<file path="src/rtl/tlb_sweep_if.sv">
// tlb_sweep_if: search, read, write/fill and INVTLB channels of the tlb_sweep TLB.
// master drives requests (translation stage / TLB-instruction unit), slave is the TLB.
interface tlb_sweep_if #(
   parameter int unsigned TLBNUM = 16,
   parameter int unsigned ASID_W = 10
);
   localparam int unsigned IDXW = $clog2(TLBNUM);

   // search port
   logic              s_req;
   logic [18:0]       s_vppn;
   logic              s_va_bit12;
   logic [ASID_W-1:0] s_asid;
   logic              s_resp;
   logic              s_found;
   logic [IDXW-1:0]   s_index;
   logic [19:0]       s_ppn;
   logic [5:0]        s_ps;
   logic [1:0]        s_plv;
   logic [1:0]        s_mat;
   logic              s_d;
   logic              s_v;

   // read port
   logic              r_req;
   logic [IDXW-1:0]   r_index;
   logic              r_resp;
   logic              r_e;
   logic [18:0]       r_vppn;
   logic [5:0]        r_ps;
   logic [ASID_W-1:0] r_asid;
   logic              r_g;
   logic [19:0]       r_ppn0;
   logic [1:0]        r_plv0;
   logic [1:0]        r_mat0;
   logic              r_d0;
   logic              r_v0;
   logic [19:0]       r_ppn1;
   logic [1:0]        r_plv1;
   logic [1:0]        r_mat1;
   logic              r_d1;
   logic              r_v1;

   // write / fill port
   logic              we;
   logic              w_fill;
   logic [IDXW-1:0]   w_index;
   logic              w_e;
   logic [18:0]       w_vppn;
   logic [5:0]        w_ps;
   logic [ASID_W-1:0] w_asid;
   logic              w_g;
   logic [19:0]       w_ppn0;
   logic [1:0]        w_plv0;
   logic [1:0]        w_mat0;
   logic              w_d0;
   logic              w_v0;
   logic [19:0]       w_ppn1;
   logic [1:0]        w_plv1;
   logic [1:0]        w_mat1;
   logic              w_d1;
   logic              w_v1;
   logic              w_ready;
   logic [IDXW-1:0]   fill_index;

   // INVTLB port
   logic              inv_valid;
   logic [4:0]        inv_op;
   logic [ASID_W-1:0] inv_asid;
   logic [18:0]       inv_vppn;
   logic              inv_ready;
   logic              inv_done;
   logic              inv_err;

   modport master (
      output s_req, s_vppn, s_va_bit12, s_asid,
      input  s_resp, s_found, s_index, s_ppn, s_ps, s_plv, s_mat, s_d, s_v,
      output r_req, r_index,
      input  r_resp, r_e, r_vppn, r_ps, r_asid, r_g,
      input  r_ppn0, r_plv0, r_mat0, r_d0, r_v0, r_ppn1, r_plv1, r_mat1, r_d1, r_v1,
      output we, w_fill, w_index, w_e, w_vppn, w_ps, w_asid, w_g,
      output w_ppn0, w_plv0, w_mat0, w_d0, w_v0, w_ppn1, w_plv1, w_mat1, w_d1, w_v1,
      input  w_ready, fill_index,
      output inv_valid, inv_op, inv_asid, inv_vppn,
      input  inv_ready, inv_done, inv_err
   );

   modport slave (
      input  s_req, s_vppn, s_va_bit12, s_asid,
      output s_resp, s_found, s_index, s_ppn, s_ps, s_plv, s_mat, s_d, s_v,
      input  r_req, r_index,
      output r_resp, r_e, r_vppn, r_ps, r_asid, r_g,
      output r_ppn0, r_plv0, r_mat0, r_d0, r_v0, r_ppn1, r_plv1, r_mat1, r_d1, r_v1,
      input  we, w_fill, w_index, w_e, w_vppn, w_ps, w_asid, w_g,
      input  w_ppn0, w_plv0, w_mat0, w_d0, w_v0, w_ppn1, w_plv1, w_mat1, w_d1, w_v1,
      output w_ready, fill_index,
      input  inv_valid, inv_op, inv_asid, inv_vppn,
      output inv_ready, inv_done, inv_err
   );
endinterface

</file>
<file path="src/rtl/tlb_sweep.sv">
// tlb_sweep: fully associative TLB with registered search/read ports, free-first/LFSR fill
// and a one-entry-per-cycle INVTLB sweep engine.
// Optional feature macro TLB_PERF_EN: adds saturating perf_hit/perf_miss search counters.
module tlb_sweep #(
   parameter int unsigned TLBNUM = 16,
   parameter int unsigned ASID_W = 10
) (
   input logic        clk,
   input logic        resetn,
   tlb_sweep_if.slave bus
`ifdef TLB_PERF_EN
   ,
   output logic [31:0] perf_hit,
   output logic [31:0] perf_miss
`endif
);
   localparam int unsigned IDXW = $clog2(TLBNUM);

   typedef struct packed {
      logic [19:0] ppn;
      logic [1:0]  plv;
      logic [1:0]  mat;
      logic        d;
      logic        v;
   } page_t;

   typedef struct packed {
      logic [18:0]       vppn;
      logic [5:0]        ps;
      logic [ASID_W-1:0] asid;
      logic              g;
      page_t             p0;
      page_t             p1;
   } ent_t;

   typedef struct packed {
      logic            found;
      logic [IDXW-1:0] index;
      page_t           pg;
      logic [5:0]      ps;
   } s_res_t;

   typedef struct packed {
      logic e;
      ent_t ent;
   } r_res_t;

   typedef enum logic [1:0] {StIdle, StSweep, StDone} state_e;

   // 4 MB pages compare only VA[31:22]; 4 KB pages compare the full VPPN.
   function automatic logic va_match(logic [18:0] ev, logic [5:0] ps, logic [18:0] v);
      return (ps == 6'd21) ? (ev[18:9] == v[18:9]) : (ev == v);
   endfunction

   logic [TLBNUM-1:0] tlb_e_q, tlb_e_d;
   ent_t              tlb_q [TLBNUM];

   state_e            state_q, state_d;
   logic [IDXW-1:0]   ptr_q, ptr_d;
   logic [4:0]        op_q, op_d;
   logic [ASID_W-1:0] inv_asid_q, inv_asid_d;
   logic [18:0]       inv_vppn_q, inv_vppn_d;
   logic              inv_done_q, inv_done_d;
   logic              inv_err_q, inv_err_d;
   logic              ready_q, ready_d;

   logic [15:0]       lfsr_q, lfsr_d;
   logic [IDXW-1:0]   fill_index_q, fill_index_d;
   s_res_t            s_res_q, s_res_d;
   logic              s_resp_q;
   r_res_t            r_res_q, r_res_d;
   logic              r_resp_q;

   logic              s_hit;
   logic [IDXW-1:0]   s_hit_idx;
   ent_t              s_ent;
   logic              s_odd;
   logic              free_any;
   logic [IDXW-1:0]   free_idx;
   logic [IDXW-1:0]   w_tgt;
   logic              w_go;
   ent_t              w_ent;
   ent_t              c_ent;
   logic              c_clr;

   // Search hit vector reduced to the lowest matching index.
   always_comb begin
      s_hit     = 1'b0;
      s_hit_idx = '0;
      for (int i = int'(TLBNUM) - 1; i >= 0; i--) begin
         if (tlb_e_q[i] && (tlb_q[i].g || (tlb_q[i].asid == bus.s_asid)) &&
             va_match(tlb_q[i].vppn, tlb_q[i].ps, bus.s_vppn)) begin
            s_hit     = 1'b1;
            s_hit_idx = IDXW'(i);
         end
      end
   end

   // Next search/read result; holds when no request is presented.
   always_comb begin
      s_ent   = tlb_q[s_hit_idx];
      s_odd   = (s_ent.ps == 6'd21) ? bus.s_vppn[8] : bus.s_va_bit12;
      s_res_d = s_res_q;
      if (bus.s_req) begin
         s_res_d = '0;
         if (s_hit) begin
            s_res_d.found = 1'b1;
            s_res_d.index = s_hit_idx;
            s_res_d.pg    = s_odd ? s_ent.p1 : s_ent.p0;
            s_res_d.ps    = s_ent.ps;
         end
      end
      r_res_d = r_res_q;
      if (bus.r_req) begin
         r_res_d.e   = tlb_e_q[bus.r_index];
         r_res_d.ent = tlb_q[bus.r_index];
      end
   end

   // Lowest free entry for fills; LFSR victim when the table is full.
   always_comb begin
      free_any = 1'b0;
      free_idx = '0;
      for (int i = int'(TLBNUM) - 1; i >= 0; i--) begin
         if (!tlb_e_q[i]) begin
            free_any = 1'b1;
            free_idx = IDXW'(i);
         end
      end
      w_go         = bus.we && (state_q == StIdle);
      w_tgt        = bus.w_fill ? (free_any ? free_idx : lfsr_q[IDXW-1:0]) : bus.w_index;
      fill_index_d = (w_go && bus.w_fill) ? w_tgt : fill_index_q;
      lfsr_d       = {lfsr_q[0] ^ lfsr_q[2] ^ lfsr_q[3] ^ lfsr_q[5], lfsr_q[15:1]};
      w_ent.vppn   = bus.w_vppn;
      w_ent.ps     = bus.w_ps;
      w_ent.asid   = bus.w_asid;
      w_ent.g      = bus.w_g;
      w_ent.p0     = '{ppn: bus.w_ppn0, plv: bus.w_plv0, mat: bus.w_mat0, d: bus.w_d0,
                       v: bus.w_v0};
      w_ent.p1     = '{ppn: bus.w_ppn1, plv: bus.w_plv1, mat: bus.w_mat1, d: bus.w_d1,
                       v: bus.w_v1};
   end

   // INVTLB qualification of the entry under the sweep pointer.
   always_comb begin
      c_ent = tlb_q[ptr_q];
      c_clr = 1'b0;
      case (op_q)
         5'd0, 5'd1: c_clr = 1'b1;
         5'd2:       c_clr = c_ent.g;
         5'd3:       c_clr = !c_ent.g;
         5'd4:       c_clr = !c_ent.g && (c_ent.asid == inv_asid_q);
         5'd5:       c_clr = !c_ent.g && (c_ent.asid == inv_asid_q) &&
                             va_match(c_ent.vppn, c_ent.ps, inv_vppn_q);
         5'd6:       c_clr = (c_ent.g || (c_ent.asid == inv_asid_q)) &&
                             va_match(c_ent.vppn, c_ent.ps, inv_vppn_q);
         default:    c_clr = 1'b0;
      endcase
      tlb_e_d = tlb_e_q;
      if (state_q == StSweep && c_clr) begin
         tlb_e_d[ptr_q] = 1'b0;
      end
      if (w_go) begin
         tlb_e_d[w_tgt] = bus.w_e;
      end
   end

   // Sweep FSM next state; a write in the same IDLE cycle wins over INVTLB.
   always_comb begin
      state_d    = state_q;
      ptr_d      = ptr_q;
      op_d       = op_q;
      inv_asid_d = inv_asid_q;
      inv_vppn_d = inv_vppn_q;
      inv_done_d = 1'b0;
      inv_err_d  = 1'b0;
      unique case (state_q)
         StIdle: begin
            if (bus.inv_valid && !bus.we) begin
               if (bus.inv_op <= 5'd6) begin
                  op_d       = bus.inv_op;
                  inv_asid_d = bus.inv_asid;
                  inv_vppn_d = bus.inv_vppn;
                  ptr_d      = '0;
                  state_d    = StSweep;
               end else begin
                  inv_err_d = 1'b1;
               end
            end
         end
         StSweep: begin
            ptr_d = ptr_q + 1'b1;
            if (ptr_q == IDXW'(TLBNUM - 1)) begin
               state_d    = StDone;
               inv_done_d = 1'b1;
            end
         end
         StDone: begin
            state_d = StIdle;
         end
         default: state_d = StIdle;
      endcase
      ready_d = (state_d == StIdle);
   end

   // FSM state and its registered handshake outputs.
   always_ff @(posedge clk or negedge resetn) begin
      if (!resetn) begin
         state_q    <= StIdle;
         ptr_q      <= '0;
         op_q       <= '0;
         inv_asid_q <= '0;
         inv_vppn_q <= '0;
         inv_done_q <= 1'b0;
         inv_err_q  <= 1'b0;
         ready_q    <= 1'b1;
      end else begin
         state_q    <= state_d;
         ptr_q      <= ptr_d;
         op_q       <= op_d;
         inv_asid_q <= inv_asid_d;
         inv_vppn_q <= inv_vppn_d;
         inv_done_q <= inv_done_d;
         inv_err_q  <= inv_err_d;
         ready_q    <= ready_d;
      end
   end

   // Valid bits, LFSR and registered port results.
   always_ff @(posedge clk or negedge resetn) begin
      if (!resetn) begin
         tlb_e_q      <= '0;
         lfsr_q       <= 16'hACE1;
         fill_index_q <= '0;
         s_res_q      <= '0;
         s_resp_q     <= 1'b0;
         r_res_q      <= '0;
         r_resp_q     <= 1'b0;
      end else begin
         tlb_e_q      <= tlb_e_d;
         lfsr_q       <= lfsr_d;
         fill_index_q <= fill_index_d;
         s_res_q      <= s_res_d;
         s_resp_q     <= bus.s_req;
         r_res_q      <= r_res_d;
         r_resp_q     <= bus.r_req;
      end
   end

   // Entry payload is deliberately not reset; only the valid bits are.
   always_ff @(posedge clk) begin
      if (w_go) begin
         tlb_q[w_tgt] <= w_ent;
      end
   end

`ifdef TLB_PERF_EN
   logic [31:0] perf_hit_q, perf_hit_d;
   logic [31:0] perf_miss_q, perf_miss_d;

   // Saturating hit/miss counts, one step per search request.
   always_comb begin
      perf_hit_d  = perf_hit_q;
      perf_miss_d = perf_miss_q;
      if (bus.s_req) begin
         if (s_hit && (perf_hit_q != 32'hFFFF_FFFF)) begin
            perf_hit_d = perf_hit_q + 32'd1;
         end
         if (!s_hit && (perf_miss_q != 32'hFFFF_FFFF)) begin
            perf_miss_d = perf_miss_q + 32'd1;
         end
      end
   end

   // Performance counter registers.
   always_ff @(posedge clk or negedge resetn) begin
      if (!resetn) begin
         perf_hit_q  <= '0;
         perf_miss_q <= '0;
      end else begin
         perf_hit_q  <= perf_hit_d;
         perf_miss_q <= perf_miss_d;
      end
   end

   assign perf_hit  = perf_hit_q;
   assign perf_miss = perf_miss_q;
`endif

   assign bus.s_resp     = s_resp_q;
   assign bus.s_found    = s_res_q.found;
   assign bus.s_index    = s_res_q.index;
   assign bus.s_ppn      = s_res_q.pg.ppn;
   assign bus.s_ps       = s_res_q.ps;
   assign bus.s_plv      = s_res_q.pg.plv;
   assign bus.s_mat      = s_res_q.pg.mat;
   assign bus.s_d        = s_res_q.pg.d;
   assign bus.s_v        = s_res_q.pg.v;

   assign bus.r_resp     = r_resp_q;
   assign bus.r_e        = r_res_q.e;
   assign bus.r_vppn     = r_res_q.ent.vppn;
   assign bus.r_ps       = r_res_q.ent.ps;
   assign bus.r_asid     = r_res_q.ent.asid;
   assign bus.r_g        = r_res_q.ent.g;
   assign bus.r_ppn0     = r_res_q.ent.p0.ppn;
   assign bus.r_plv0     = r_res_q.ent.p0.plv;
   assign bus.r_mat0     = r_res_q.ent.p0.mat;
   assign bus.r_d0       = r_res_q.ent.p0.d;
   assign bus.r_v0       = r_res_q.ent.p0.v;
   assign bus.r_ppn1     = r_res_q.ent.p1.ppn;
   assign bus.r_plv1     = r_res_q.ent.p1.plv;
   assign bus.r_mat1     = r_res_q.ent.p1.mat;
   assign bus.r_d1       = r_res_q.ent.p1.d;
   assign bus.r_v1       = r_res_q.ent.p1.v;

   assign bus.w_ready    = ready_q;
   assign bus.fill_index = fill_index_q;
   assign bus.inv_ready  = ready_q;
   assign bus.inv_done   = inv_done_q;
   assign bus.inv_err    = inv_err_q;
endmodule

</file>
<file path="src/flat_wrapper.sv">
// flat-port wrapper written by rule: the top's interface ports become plain ports
module tlb_sweep_flat 
#(
   parameter int unsigned TLBNUM = 16,
   parameter int unsigned ASID_W = 10
)
  (clk, resetn, bus_s_req, bus_s_vppn, bus_s_va_bit12, bus_s_asid, bus_s_resp, bus_s_found, bus_s_index, bus_s_ppn, bus_s_ps, bus_s_plv, bus_s_mat, bus_s_d, bus_s_v, bus_r_req, bus_r_index, bus_r_resp, bus_r_e, bus_r_vppn, bus_r_ps, bus_r_asid, bus_r_g, bus_r_ppn0, bus_r_plv0, bus_r_mat0, bus_r_d0, bus_r_v0, bus_r_ppn1, bus_r_plv1, bus_r_mat1, bus_r_d1, bus_r_v1, bus_we, bus_w_fill, bus_w_index, bus_w_e, bus_w_vppn, bus_w_ps, bus_w_asid, bus_w_g, bus_w_ppn0, bus_w_plv0, bus_w_mat0, bus_w_d0, bus_w_v0, bus_w_ppn1, bus_w_plv1, bus_w_mat1, bus_w_d1, bus_w_v1, bus_w_ready, bus_fill_index, bus_inv_valid, bus_inv_op, bus_inv_asid, bus_inv_vppn, bus_inv_ready, bus_inv_done, bus_inv_err);
  tlb_sweep_if #(.TLBNUM(TLBNUM), .ASID_W(ASID_W)) bus_i ();
  input logic clk;
  input logic resetn;
  input wire logic [$bits(bus_i.s_req)-1:0] bus_s_req;
  input wire logic [$bits(bus_i.s_vppn)-1:0] bus_s_vppn;
  input wire logic [$bits(bus_i.s_va_bit12)-1:0] bus_s_va_bit12;
  input wire logic [$bits(bus_i.s_asid)-1:0] bus_s_asid;
  output wire logic [$bits(bus_i.s_resp)-1:0] bus_s_resp;
  output wire logic [$bits(bus_i.s_found)-1:0] bus_s_found;
  output wire logic [$bits(bus_i.s_index)-1:0] bus_s_index;
  output wire logic [$bits(bus_i.s_ppn)-1:0] bus_s_ppn;
  output wire logic [$bits(bus_i.s_ps)-1:0] bus_s_ps;
  output wire logic [$bits(bus_i.s_plv)-1:0] bus_s_plv;
  output wire logic [$bits(bus_i.s_mat)-1:0] bus_s_mat;
  output wire logic [$bits(bus_i.s_d)-1:0] bus_s_d;
  output wire logic [$bits(bus_i.s_v)-1:0] bus_s_v;
  input wire logic [$bits(bus_i.r_req)-1:0] bus_r_req;
  input wire logic [$bits(bus_i.r_index)-1:0] bus_r_index;
  output wire logic [$bits(bus_i.r_resp)-1:0] bus_r_resp;
  output wire logic [$bits(bus_i.r_e)-1:0] bus_r_e;
  output wire logic [$bits(bus_i.r_vppn)-1:0] bus_r_vppn;
  output wire logic [$bits(bus_i.r_ps)-1:0] bus_r_ps;
  output wire logic [$bits(bus_i.r_asid)-1:0] bus_r_asid;
  output wire logic [$bits(bus_i.r_g)-1:0] bus_r_g;
  output wire logic [$bits(bus_i.r_ppn0)-1:0] bus_r_ppn0;
  output wire logic [$bits(bus_i.r_plv0)-1:0] bus_r_plv0;
  output wire logic [$bits(bus_i.r_mat0)-1:0] bus_r_mat0;
  output wire logic [$bits(bus_i.r_d0)-1:0] bus_r_d0;
  output wire logic [$bits(bus_i.r_v0)-1:0] bus_r_v0;
  output wire logic [$bits(bus_i.r_ppn1)-1:0] bus_r_ppn1;
  output wire logic [$bits(bus_i.r_plv1)-1:0] bus_r_plv1;
  output wire logic [$bits(bus_i.r_mat1)-1:0] bus_r_mat1;
  output wire logic [$bits(bus_i.r_d1)-1:0] bus_r_d1;
  output wire logic [$bits(bus_i.r_v1)-1:0] bus_r_v1;
  input wire logic [$bits(bus_i.we)-1:0] bus_we;
  input wire logic [$bits(bus_i.w_fill)-1:0] bus_w_fill;
  input wire logic [$bits(bus_i.w_index)-1:0] bus_w_index;
  input wire logic [$bits(bus_i.w_e)-1:0] bus_w_e;
  input wire logic [$bits(bus_i.w_vppn)-1:0] bus_w_vppn;
  input wire logic [$bits(bus_i.w_ps)-1:0] bus_w_ps;
  input wire logic [$bits(bus_i.w_asid)-1:0] bus_w_asid;
  input wire logic [$bits(bus_i.w_g)-1:0] bus_w_g;
  input wire logic [$bits(bus_i.w_ppn0)-1:0] bus_w_ppn0;
  input wire logic [$bits(bus_i.w_plv0)-1:0] bus_w_plv0;
  input wire logic [$bits(bus_i.w_mat0)-1:0] bus_w_mat0;
  input wire logic [$bits(bus_i.w_d0)-1:0] bus_w_d0;
  input wire logic [$bits(bus_i.w_v0)-1:0] bus_w_v0;
  input wire logic [$bits(bus_i.w_ppn1)-1:0] bus_w_ppn1;
  input wire logic [$bits(bus_i.w_plv1)-1:0] bus_w_plv1;
  input wire logic [$bits(bus_i.w_mat1)-1:0] bus_w_mat1;
  input wire logic [$bits(bus_i.w_d1)-1:0] bus_w_d1;
  input wire logic [$bits(bus_i.w_v1)-1:0] bus_w_v1;
  output wire logic [$bits(bus_i.w_ready)-1:0] bus_w_ready;
  output wire logic [$bits(bus_i.fill_index)-1:0] bus_fill_index;
  input wire logic [$bits(bus_i.inv_valid)-1:0] bus_inv_valid;
  input wire logic [$bits(bus_i.inv_op)-1:0] bus_inv_op;
  input wire logic [$bits(bus_i.inv_asid)-1:0] bus_inv_asid;
  input wire logic [$bits(bus_i.inv_vppn)-1:0] bus_inv_vppn;
  output wire logic [$bits(bus_i.inv_ready)-1:0] bus_inv_ready;
  output wire logic [$bits(bus_i.inv_done)-1:0] bus_inv_done;
  output wire logic [$bits(bus_i.inv_err)-1:0] bus_inv_err;
  assign bus_i.s_req = bus_s_req;
  assign bus_i.s_vppn = bus_s_vppn;
  assign bus_i.s_va_bit12 = bus_s_va_bit12;
  assign bus_i.s_asid = bus_s_asid;
  assign bus_s_resp = bus_i.s_resp;
  assign bus_s_found = bus_i.s_found;
  assign bus_s_index = bus_i.s_index;
  assign bus_s_ppn = bus_i.s_ppn;
  assign bus_s_ps = bus_i.s_ps;
  assign bus_s_plv = bus_i.s_plv;
  assign bus_s_mat = bus_i.s_mat;
  assign bus_s_d = bus_i.s_d;
  assign bus_s_v = bus_i.s_v;
  assign bus_i.r_req = bus_r_req;
  assign bus_i.r_index = bus_r_index;
  assign bus_r_resp = bus_i.r_resp;
  assign bus_r_e = bus_i.r_e;
  assign bus_r_vppn = bus_i.r_vppn;
  assign bus_r_ps = bus_i.r_ps;
  assign bus_r_asid = bus_i.r_asid;
  assign bus_r_g = bus_i.r_g;
  assign bus_r_ppn0 = bus_i.r_ppn0;
  assign bus_r_plv0 = bus_i.r_plv0;
  assign bus_r_mat0 = bus_i.r_mat0;
  assign bus_r_d0 = bus_i.r_d0;
  assign bus_r_v0 = bus_i.r_v0;
  assign bus_r_ppn1 = bus_i.r_ppn1;
  assign bus_r_plv1 = bus_i.r_plv1;
  assign bus_r_mat1 = bus_i.r_mat1;
  assign bus_r_d1 = bus_i.r_d1;
  assign bus_r_v1 = bus_i.r_v1;
  assign bus_i.we = bus_we;
  assign bus_i.w_fill = bus_w_fill;
  assign bus_i.w_index = bus_w_index;
  assign bus_i.w_e = bus_w_e;
  assign bus_i.w_vppn = bus_w_vppn;
  assign bus_i.w_ps = bus_w_ps;
  assign bus_i.w_asid = bus_w_asid;
  assign bus_i.w_g = bus_w_g;
  assign bus_i.w_ppn0 = bus_w_ppn0;
  assign bus_i.w_plv0 = bus_w_plv0;
  assign bus_i.w_mat0 = bus_w_mat0;
  assign bus_i.w_d0 = bus_w_d0;
  assign bus_i.w_v0 = bus_w_v0;
  assign bus_i.w_ppn1 = bus_w_ppn1;
  assign bus_i.w_plv1 = bus_w_plv1;
  assign bus_i.w_mat1 = bus_w_mat1;
  assign bus_i.w_d1 = bus_w_d1;
  assign bus_i.w_v1 = bus_w_v1;
  assign bus_w_ready = bus_i.w_ready;
  assign bus_fill_index = bus_i.fill_index;
  assign bus_i.inv_valid = bus_inv_valid;
  assign bus_i.inv_op = bus_inv_op;
  assign bus_i.inv_asid = bus_inv_asid;
  assign bus_i.inv_vppn = bus_inv_vppn;
  assign bus_inv_ready = bus_i.inv_ready;
  assign bus_inv_done = bus_i.inv_done;
  assign bus_inv_err = bus_i.inv_err;
  tlb_sweep #(.TLBNUM(TLBNUM), .ASID_W(ASID_W)) u_core (.clk(clk), .resetn(resetn), .bus(bus_i));
endmodule
</file>
<file path="config.mk">
export PLATFORM = sky130hd
export DESIGN_NAME = tlb_sweep_flat
export DESIGN_NICKNAME = d
export VERILOG_FILES = /design/src/rtl/tlb_sweep_if.sv /design/src/rtl/tlb_sweep.sv /design/src/flat_wrapper.sv
export SDC_FILE = /design/constraint.sdc
export NUM_CORES = 2
export LEC_CHECK = 0
export CAP_MARGIN = 20
export CELL_PAD_IN_SITES_DETAIL_PLACEMENT = 1
export CELL_PAD_IN_SITES_GLOBAL_PLACEMENT = 1
export CORE_MARGIN = 5
export CORE_UTILIZATION = 45
export DETAILED_ROUTE_END_ITERATION = 6
export GPL_ROUTABILITY_DRIVEN = 0
export MAX_ROUTING_LAYER = met4
export PLACE_DENSITY_LB_ADDON = 0.1
export SKIP_CTS_REPAIR_TIMING = 1
export SYNTH_ARGS = -nofsm -noshare
export SYNTH_HDL_FRONTEND = slang
export SYNTH_SLANG_ARGS = --single-unit
export TNS_END_PERCENT = 10
</file>
<file path="constraint.sdc">
create_clock -name clk -period 14.4 [get_ports clk]
set_input_delay 1.44 -clock clk [delete_from_list [all_inputs] [get_ports clk]]
set_output_delay 1.44 -clock clk [all_outputs]
set_load 0.01 [all_outputs]
</file>
==> reports/metrics.yaml <==
critical_path:
  r2r_cells: 16
  startpoint: "bus_s_vppn[7]"
  cp.arrival_ns: 8.64
  worst-path-max-fanout: 128
  regToRegSetupSlack_ns: 7.45
  cp-start-kind: "primary input"
  crit_path_top_delay_cell: "clkdlybuf4s50_1"
  cp_slowest_stage_delay_ns: 1.14
  cp.required_ns: 15.07
  crit_chain: "clkdlybuf4s50_1 -> xor2_1 -> nor4_1 -> a31o_2 -> nand3_1 -> a41oi_1 -> o21ai_1 -> a21oi_1 -> o41a_2 -> buf_12 -> buf_4 -> mux2i_1 -> a211oi_1 -> a21oi_1 -> nand2_1 -> a221oi_1 -> mux2i_1"
  crit_path_end_kind: "flip-flop"
  path_class: "primary input to flip-flop"
  rr_startpoint: "u_core.tlb_q[4][62]"
  regToRegEndpoint: "u_core.bus.s_v"
die:
  io_pins: 304
  initial_core_util_pct: 45.1
  rows: 156
  core-area_um2: 180000
  chipWidth_um: 435
  fp.dieH_um: 435
  die_area_um2: 189000
sta:
  worst_pin_slew_ns: 1.27
  period_share_pct: 55.3
  min_period_ns: 7.97
  finalSetupTns_ns: 0
  relSlewSlack_pct: 15.6
  finClkSkew_ns: 0.0286
  slew_violations: 0
  hold_viol: 0
  fmax_mhz: 126
  timing.hold.ws_ns: 0.349
  setup_violations: 0
  rsz0062_at_grt: "no"
cells_and_area:
  synthToLayoutAreaGrowth_pct: 13.5
  finalInstanceArea_um2: 92300
  num-fill-cells: 16800
  fin_cells: 7778
  register_area_um2: 47500
  final_nets: 5408
  multiInputGateArea_um2: 31800
  final_layout_size_suffix_gt1_share_pct: 22.6
clock_tree:
  cts-buffers-inserted: 182
  cts.sinks: 1615
  htree_levels: 4
  cts_tree: "built"
  root_buffer: "clkbuf_16"
  insertion_delay_ns: 0.84
  clk_pin_slew_ns: 0.06
  clk_path_buf_depth: 3
route:
  drc_errors: 0
  routed_via_density: 6.89
  drtIter0Drc: 5962
  route.final.wire_length_mm: 300
  post_drt_wl_per_cell_um: 38.6
  antenna_left: 0
  dr.pass1.iters: 6
  vias: 53600
pwr:
  power.internal_w: 0.00888
  power.share.sequential_pct: 45.6
  peakVddDrop_mv: 0.108
  p_sw_share_pct: 26.9
  combPwrFrac_pct: 16.8
  clock_power_share_pct: 37.7
  net-switching-power_w: 0.00327
  p_per_area_nw_per_um2: 132
  p_leak_nw: 29.9
yosys:
  synthDistinctLibCells: 74
  synth_area_leaders: "edfxtp_1, mux4_2, dfrtp_1"
  syn_area_um2: 81300
  yosysMostFrequentCell: "edfxtp_1"
  avgSynthCellArea_um2: 16.1
  synth_top_flop_cell: "edfxtp_1"
  synth.top_cells.by_count: "edfxtp_1, mux4_2, xor2_1"
  syn_inst: 5056
  synth_top_area_cell: "edfxtp_1"
  yosysSeqAreaShare_pct: 58.4
  synth_top_area_share_pct: 52.0
  synth_seq_cells: 1615
  syn-num-nets: 5228
  synth_enable_flop_cells: 1408
  synthArstFlopShare_pct: 12.8
  yosys_warnings: 0
flow_run:
  drv_cap: 0
global_route:
  grt_pass1_vias: 54500
  track_usage_pct: 32.0
  grt_overflow: 0
  antenna_found_initial: 23
  grt_max_degree: 183
  grt_pass1_wl_mm: 423
run_status:
  status: "finished clean"
worst_hold_path:
  hp-start: "u_core.lfsr_q[9]"
  hold_path_depth: 0
  worstHoldEndpoint: "u_core.lfsr_q[8]"
  hold_path.class: "flip-flop to flip-flop"
place:
  post-dp-hpwl_mm: 186
  numPlacedInstances: 7418
  portBuffers: 303
  dpl_cell_area_um2: 86300
-- per-layer routing --
layer	routed length, um	GRT usage [%]	vias up	share of wire, %
li1	-	-	21400	-
met3	22400	5.09	547	7.4
met5	0	-	-	0
met2	146000	51.2	2797	48
met4	13800	12.7	0	4.6
met1	119000	41.3	28800	39
-- cell usage in the layout, fill, tap and decap left out, types with 169 or more instances in the layout --
master	n
clkbuf_16	186
clkdlybuf4s50_1	296
dfrtp_1	194
edfxtp_1	1408
mux2i_1	181
mux4_2	599
nor3_1	169
nor4_1	262
xnor2_1	226
xor2_1	269
-- through the flow --
| stage | util, % | setup WS [ns] | power [W] |
|---|---|---|---|
| after floorplan | - | 7.55 | 0.00682 |
| after global placement | 47.9 | 5.76 | 0.00763 |
| after detailed placement | 47.9 | 5.69 | 0.00765 |
| after CTS | 51.1 | 6.60 | 0.0122 |
| after global routing | 51.2 | 6.34 | 0.0125 |
| final | 51.2 | 6.43 | 0.0121 |
-- flip-flops by register name, indices dropped and copies added, names as in the netlist, 2 cells and up --
signal	cells
u_core.bus.r_vppn	19
u_core.lfsr_q	16
u_core.bus.s_ps	6
u_core.bus.fill_index	4
u_core.bus.r_mat1	2
u_core.ptr_q	4
u_core.tlb_q	1408
u_core.bus.r_asid	10
u_core.bus.r_plv1	2
u_core.bus.r_ps	6
u_core.bus.r_ppn0	20
u_core.state_q	2
u_core.bus.r_plv0	2
u_core.inv_vppn_q	19
u_core.bus.s_mat	2
u_core.tlb_e_q	16
u_core.bus.r_mat0	2
u_core.bus.s_ppn	20
u_core.bus.s_index	4
u_core.inv_asid_q	10
u_core.bus.s_plv	2
u_core.bus.r_ppn1	20
u_core.op_q	5
-- how the worst max path moves through the flow --
stage | endpoint | cells after the start | slack, ns
after floorplan | u_core.tlb_e_q[6] | 5 | 7.55
after global placement | u_core.bus.s_v | 18 | 5.76
after detailed placement | u_core.bus.s_v | 16 | 5.69
after CTS | u_core.bus.s_ppn[9] | 17 | 6.60
after global routing | u_core.bus.s_ppn[9] | 17 | 6.34
final | u_core.bus.s_ppn[9] | 17 | 6.43
-- cell families (layout without fill, tap and decap cells) --
group           count (synthesis)  after routing  share of synthesized area, %
flops                        1615           1615                          58.4
xor+xnor                      497            497                          5.37
fa+ha+maj                       4              4                        0.0616
compound gates                691            691                          6.66
mux                           911            911                          20.6
simple gates                  895            895                          6.11
buf+inv                       443            777                          2.77
other cells                     0             18                             0
-- worst max-delay path: cells and delay by family --
family	cells	cell delay, ns
multiplexers	2	0.45
XOR/XNOR	1	0.34
AND/OR/NAND/NOR	3	1.19
buffers and inverters	3	2.59
AO/OA/AOI/OAI	8	2.41
-- power groups by stage --
stage	Sequential [W]	Clock (W)	Combinational (W)
after floorplan	0.00551	0	0.00131
after global placement	0.00562	0	0.00202
after detailed placement	0.00562	0	0.00203
after CTS	0.00553	0.00465	0.00204
after global routing	0.00555	0.00487	0.00213
final	0.00553	0.00458	0.00204
-- cell type report --
type,instances,area share (%)
Antenna cell,18,0.0488
Clock buffer,256,5.53
Clock inverter,82,0.780
Inverter,18,0.0732
Multi-Input combinational cell,2998,34.5
Sequential cell,1615,51.5
Tap cell,2370,3.21
Timing Repair Buffer,421,4.43
No activity file was read; power rests on OpenSTA's default activity.
